===== config.mk =====
export PLATFORM = sky130hd
export DESIGN_NAME = wb_arbiter
export DESIGN_NICKNAME = d
export VERILOG_FILES = /design/src/rtl/wb_pkg.sv /design/src/rtl/wb_load_fifo.sv /design/src/rtl/wb_arbiter.sv
export SDC_FILE = /design/constraint.sdc
export NUM_CORES = 1
export LEC_CHECK = 0
export BUFFER_PORTS_ARGS = -buffer_cell sky130_fd_sc_hd__buf_2
export CAP_MARGIN = 20
export CORE_ASPECT_RATIO = 1.1
export CORE_UTILIZATION = 30
export CTS_CLUSTER_SIZE = 28
export DETAILED_ROUTE_END_ITERATION = 7
export GPL_ROUTABILITY_DRIVEN = 0
export PLACE_DENSITY = 0.57
export SLEW_MARGIN = 20
export SYNTH_ARGS = -nofsm -noshare
export SYNTH_HDL_FRONTEND = slang
export SYNTH_SLANG_ARGS = --single-unit

===== constraint.sdc =====
create_clock -name clk -period 6.5 [get_ports clk]
set_clock_uncertainty 0.2 [all_clocks]
set_input_delay 1.3 -clock clk [delete_from_list [all_inputs] [get_ports clk]]
set_output_delay 1.3 -clock clk [all_outputs]
set_load 0.05 [all_outputs]

===== src/rtl/wb_pkg.sv =====
// Shared writeback encodings and the load-return entry type.
package wb_pkg;

  typedef enum logic [1:0] {
    WB_ALU  = 2'b00,
    WB_LOAD = 2'b01,
    WB_PC4  = 2'b10,
    WB_CSR  = 2'b11
  } wb_src_e;

  localparam int WB_WIDTH      = 32;
  localparam int WB_REG_ADDR_W = 5;

  // Load-return entry at the default register-file geometry.
  typedef struct packed {
    logic [WB_REG_ADDR_W-1:0] rd;
    logic [WB_WIDTH-1:0]      data;
  } wb_load_t;

endpackage


===== src/rtl/wb_load_fifo.sv =====
// Two-entry load-return FIFO; exposes per-slot valid and rd so the parent can build the pending mask.
module wb_load_fifo
  import wb_pkg::*;
#(
  parameter int WIDTH      = 32,
  parameter int REG_ADDR_W = 5
) (
  input  logic                       clk,
  input  logic                       rst,
  input  logic                       push,
  input  logic [REG_ADDR_W-1:0]      push_rd,
  input  logic [WIDTH-1:0]           push_data,
  input  logic                       pop,
  output logic                       full,
  output logic                       empty,
  output logic [REG_ADDR_W-1:0]      head_rd,
  output logic [WIDTH-1:0]           head_data,
  output logic [1:0]                 slot_vld,
  output logic [1:0][REG_ADDR_W-1:0] slot_rd
);

  logic [1:0][REG_ADDR_W-1:0] rd_q, rd_d;
  logic [1:0][WIDTH-1:0]      data_q, data_d;
  logic                       wr_ptr_q, wr_ptr_d;
  logic                       rd_ptr_q, rd_ptr_d;
  logic [1:0]                 cnt_q, cnt_d;
  logic                       push_ok, pop_ok;

  assign full      = (cnt_q == 2'd2);
  assign empty     = (cnt_q == 2'd0);
  assign head_rd   = rd_q[rd_ptr_q];
  assign head_data = empty ? '0 : data_q[rd_ptr_q];
  assign slot_rd   = rd_q;

  // A push while full is legal only because the parent always pops when full.
  assign push_ok = push && (!full || pop);
  assign pop_ok  = pop && !empty;

  always_comb begin
    rd_d     = rd_q;
    data_d   = data_q;
    wr_ptr_d = wr_ptr_q;
    rd_ptr_d = rd_ptr_q;
    if (push_ok) begin
      rd_d[wr_ptr_q]   = push_rd;
      data_d[wr_ptr_q] = push_data;
      wr_ptr_d         = ~wr_ptr_q;
    end
    if (pop_ok) rd_ptr_d = ~rd_ptr_q;
    cnt_d = cnt_q + {1'b0, push_ok} - {1'b0, pop_ok};
  end

  always_comb begin
    slot_vld = '0;
    for (int i = 0; i < 2; i++) begin
      slot_vld[i] = full || ((cnt_q == 2'd1) && (rd_ptr_q == 1'(i)));
    end
  end

  always_ff @(posedge clk or posedge rst) begin
    if (rst) begin
      rd_q     <= '0;
      data_q   <= '0;
      wr_ptr_q <= 1'b0;
      rd_ptr_q <= 1'b0;
      cnt_q    <= 2'd0;
    end else begin
      rd_q     <= rd_d;
      data_q   <= data_d;
      wr_ptr_q <= wr_ptr_d;
      rd_ptr_q <= rd_ptr_d;
      cnt_q    <= cnt_d;
    end
  end

endmodule


===== src/rtl/wb_arbiter.sv =====
// Arbitrates the register-file write port between pipeline writeback and buffered LSU load returns.
module wb_arbiter
  import wb_pkg::*;
#(
  parameter int WIDTH        = 32,
  parameter int REG_ADDR_W   = 5,
  parameter int STARVE_LIMIT = 4
) (
  input  logic                     clk,
  input  logic                     rst,
  input  logic                     pipe_valid,
  input  logic [REG_ADDR_W-1:0]    pipe_rd,
  input  logic [1:0]               pipe_src,
  output logic                     pipe_ready,
  input  logic                     lsu_valid,
  input  logic [REG_ADDR_W-1:0]    lsu_rd,
  input  logic [WIDTH-1:0]         lsu_data,
  output logic [1:0]               wb_sel,
  output logic [WIDTH-1:0]         wb_load_data,
  output logic                     rf_we,
  output logic [REG_ADDR_W-1:0]    rf_waddr,
  output logic [2**REG_ADDR_W-1:0] pend_mask
);

  localparam int SW = $clog2(STARVE_LIMIT + 1);
  localparam logic [SW-1:0] STARVE_MAX = SW'(STARVE_LIMIT);

  logic                       push, pop;
  logic                       full, empty, pipe_wins;
  logic [REG_ADDR_W-1:0]      head_rd;
  logic [1:0]                 slot_vld;
  logic [1:0][REG_ADDR_W-1:0] slot_rd;
  logic [SW-1:0]              starve_q, starve_d;

  assign push = lsu_valid && (lsu_rd != '0);

  wb_load_fifo #(.WIDTH(WIDTH), .REG_ADDR_W(REG_ADDR_W)) u_fifo (
    .clk       (clk),
    .rst       (rst),
    .push      (push),
    .push_rd   (lsu_rd),
    .push_data (lsu_data),
    .pop       (pop),
    .full      (full),
    .empty     (empty),
    .head_rd   (head_rd),
    .head_data (wb_load_data),
    .slot_vld  (slot_vld),
    .slot_rd   (slot_rd)
  );

  // With a single buffered load the pipeline may take the port once it has waited long enough.
  assign pipe_wins = empty || (!full && (starve_q == STARVE_MAX));

  always_comb begin
    pop        = 1'b0;
    wb_sel     = WB_ALU;
    rf_we      = 1'b0;
    rf_waddr   = '0;
    pipe_ready = 1'b0;
    if (!pipe_wins) begin
      pop      = 1'b1;
      wb_sel   = WB_LOAD;
      rf_we    = 1'b1;
      rf_waddr = head_rd;
    end else begin
      pipe_ready = 1'b1;
      if (pipe_valid) begin
        wb_sel   = pipe_src;
        rf_waddr = pipe_rd;
        rf_we    = (pipe_rd != '0);
      end
    end
  end

  always_comb begin
    starve_d = starve_q;
    if (!pipe_valid || pipe_ready) starve_d = '0;
    else if (starve_q != STARVE_MAX) starve_d = starve_q + 1'b1;
  end

  always_comb begin
    pend_mask = '0;
    for (int i = 0; i < 2; i++) begin
      if (slot_vld[i]) pend_mask[slot_rd[i]] = 1'b1;
    end
    pend_mask[0] = 1'b0;
  end

  always_ff @(posedge clk or posedge rst) begin
    if (rst) starve_q <= '0;
    else     starve_q <= starve_d;
  end

endmodule


==> metrics.md <==
| Metric | Value |
|---|---|
| Status | `complete, no violations` |
| CTS Sinks | `81` |
| Max Slew Vio Count | `0` |
| FF+latch count, synth | `81` |
| Critical Path End Type | `output port` |
| Layout area overhead | `23.6%` |
| I/O pin count | `121` |
| Crit path max fanout | `16` |
| Cells on Worst Hold Path | `1` |
| DRT Pass-1 Iters | `5` |
| CTS Hold Bufs | `0` |
| Vias | `3343` |
| Post-DRT Antenna Nets | `0` |
| Routed vias/inst | `4.91` |
| Area of the die | `0.0148 mm²` |
| Crit Reg-Reg Endpoint | `u_fifo.data_q[47]` |
| R2r setup slk | `4.17 ns` |
| Clock Path Buffers | `2` |
| Ys Warns | `0` |
| Post-DP HPWL | `7.40 mm` |
| Worst-skew pair later-pin latency | `0.33 ns` |
| Port bufs | `119` |
| First-pass GRT wire length | `16.4 mm` |
| Hold EP | `u_fifo.data_q[58]` |
| Peak VDD IR | `0.308 mV` |
| RSZ-0062 raised after global routing | `false` |
| Max-slew headroom | `31.5%` |
| # Post-CTS Setup Buffers | `0` |
| Mapped cell area | `0.00430 mm²` |
| Maximum clock rate | `0.254 GHz` |
| Gr ovfl total | `0` |
| Hold Crit Class | `reg2reg` |
| Setup TNS | `0 ns` |
| Gate Count Post-Synth | `387` |
| Post-synth cell types | `39` |
| Die Wd | `116 µm` |
| Core Region | `0.0139 mm²` |
| Filler cells | `1421` |
| Placed Instances | `668` |
| Fin crit period | `3.93 ns` |
| Syn_area_per_cell | `11.1 µm²` |
| PostCTS Resize Cnt | `0` |
| Required time of the critical path | `5.00 ns` |
| Share of the clock period used by the worst path | `60.5%` |
| Worst setup SP type | `flop` |
| Placement row count | `45` |
| Initial antenna violation count | `1` |
| # nets final | `542` |
| Crit Path Class | `reg2out` |
| Leakage | `2.50 nW` |
| Syn_nets | `438` |
| Pin count of the biggest net entering global routing | `57` |
| Sequential fraction of the synthesis area | `47.1%` |
| Final Setup Violations | `0` |
| Drt wl/cell | `15.0 µm` |
| Fin cells | `681` |
| Worst reg2reg path startpoint | `u_fifo.wr_ptr_q` |
| Root buf cell | `clkbuf_16` |
| Slew @ Worst Pin | `1.02 ns` |
| Remaining DRCs | `0` |
| Num CTS Buffers | `9` |
| R2r worst-path depth | `3` |
| Post-Route WL | `10.2 mm` |
| Final Core Density | `38.2%` |
| Starting Density | `30.9%` |
| Fin. Hold Viols | `0` |
| Critical Path AT | `2.43 ns` |
| H-tree levels | `3` |
| Vias in the first global route | `3284` |
| Hold path startpoint | `u_fifo.data_q[58]` |
| Total GRT Usage | `14.2%` |
| Clk pin slew, worst setup/hold paths | `0.06 ns` |
| Power Dens Cells | `523 mW/mm²` |
| Die H | `128 µm` |
| N_diodes | `0` |
| Layout cell share with drive strength beyond 1 | `38.9%` |
| CTS tree | `built` |
| First DRT Iteration DRCs | `300` |
| Max-Cap Viols | `0` |
[cells in the final DEF (no fill, tap or decap), types with 2 or more instances in the layout]
cell type  count
buf_2        119
dfrtp_1       80
mux2_2        46
mux2i_1       43
nor2_1        37
o22ai_1       31
nand2_1       28
mux2_1        18
nand3_1       13
a22o_1        10
nor2b_1       10
clkbuf_16      9
inv_1          4
xnor2_1        3
o21ai_0        3
nor3_1         3
ha_1           3
buf_4          3
o21ai_4        2
o21ai_1        2
o21bai_1       2
nand4_1        2
bufinv_16      2
[worst max-delay path, stage by stage, from the launching register on]
cell     delay, ns
dfrtp_2       0.55
and3b_1       0.26
o21ai_1       0.77
o22ai_1       0.24
buf_2         0.28
[stage by stage]
stage / hold slack (ns) / cell area [µm²] / setup slack, ns / power [mW]
6_report: 0.289 / 5310 / 2.57 / 2.78
5_1_grt: 0.309 / 5310 / 2.42 / 2.94
4_1_cts: 0.292 / 5310 / 2.57 / 2.80
3_5_place_dp: 0.279 / 5000 / 2.57 / 2.26
3_3_place_gp: 0.267 / 5000 / 2.63 / 2.23
2_1_floorplan: 0.255 / 4300 / 2.59 / 1.97
[layer usage]
layer / GRT usage (%) / up-vias / part of all wire (%)
li1: - / 1580 / -
met1: 17.6 / 1618 / 45
met2: 23.4 / 133 / 46
met3: 4.46 / 12 / 7.4
met4: 4.52 / 0 / 1.4
met5: 0 / - / 0
[cells in the mapped netlist, drive strengths merged]
master | number | share of area, %
dfrtp | 81 | 47
mux2 | 64 | 17
mux2i | 43 | 10
nor2 | 38 | 3.3
o22ai | 31 | 4.5
nand2 | 28 | 2.4
clkbuf | 15 | 1.4
buf | 14 | 2.2
nand3 | 13 | 1.5
a22o | 10 | 2.0
nor2b | 10 | 1.5
o21ai | 8 | 1.5
inv | 5 | 0.44
nor3 | 4 | 0.58
a21boi | 3 | 0.87
ha | 3 | 0.87
xnor2 | 3 | 0.61
nand4 | 2 | 0.29
o21bai | 2 | 0.35
and2 | 1 | 0.15
and3 | 1 | 0.15
and3b | 1 | 0.20
conb | 1 | 0.087
nand3b | 1 | 0.17
nor3b | 1 | 0.17
or2 | 1 | 0.15
or3 | 1 | 0.26
or4 | 1 | 0.17
xor2 | 1 | 0.20
[worst max-delay path by stage]
stage,slack [ns],from,cells after the start,endpoint
floorplan,2.59,pipe_valid,3,rf_waddr[3]
global placement,2.63,pipe_rd[3],5,rf_we
detailed placement,2.57,pipe_rd[3],5,rf_we
CTS,2.57,pipe_rd[3],5,rf_we
global route,2.42,u_fifo.rd_ptr_q,4,pend_mask[16]
finish,2.57,u_fifo.rd_ptr_q,4,pend_mask[17]
[logic make-up after synthesis]
| group | after synthesis | synth area share, % |
|---|---|---|
| compound gates | 54 | 9.23 |
| xor+xnor | 4 | 0.815 |
| fa+ha+maj | 3 | 0.873 |
| buf+inv | 34 | 4.05 |
| flops | 81 | 47.1 |
| mux | 107 | 26.8 |
| other cells | 1 | 0.0872 |
| simple gates | 103 | 11.0 |
[sequential cells by signal, indices dropped and copies added (netlist names)]
signal           cells
starve_q             3
u_fifo.cnt_q         2
u_fifo.data_q       64
u_fifo.rd_ptr_q      1
u_fifo.slot_rd      10
u_fifo.wr_ptr_q      1
[cell type report]
cell class	count	area (µm²)	share of cell area, %
Tap cell	188	235	4.43
Multi-Input combinational cell	272	2100	39.6
Clock buffer	10	239	4.50
Sequential cell	81	2030	38.2
Timing Repair Buffer	122	618	11.6
Inverter	5	20.0	0.377
Clock inverter	3	67.6	1.27
[report_power, final]
part	switching, mW	internal [mW]
Sequential	0.191	0.746
Combinational	0.838	0.471
Clock	0.191	0.340
Total	1.22	1.56
Note: power is estimated with default switching activity, not from simulation.
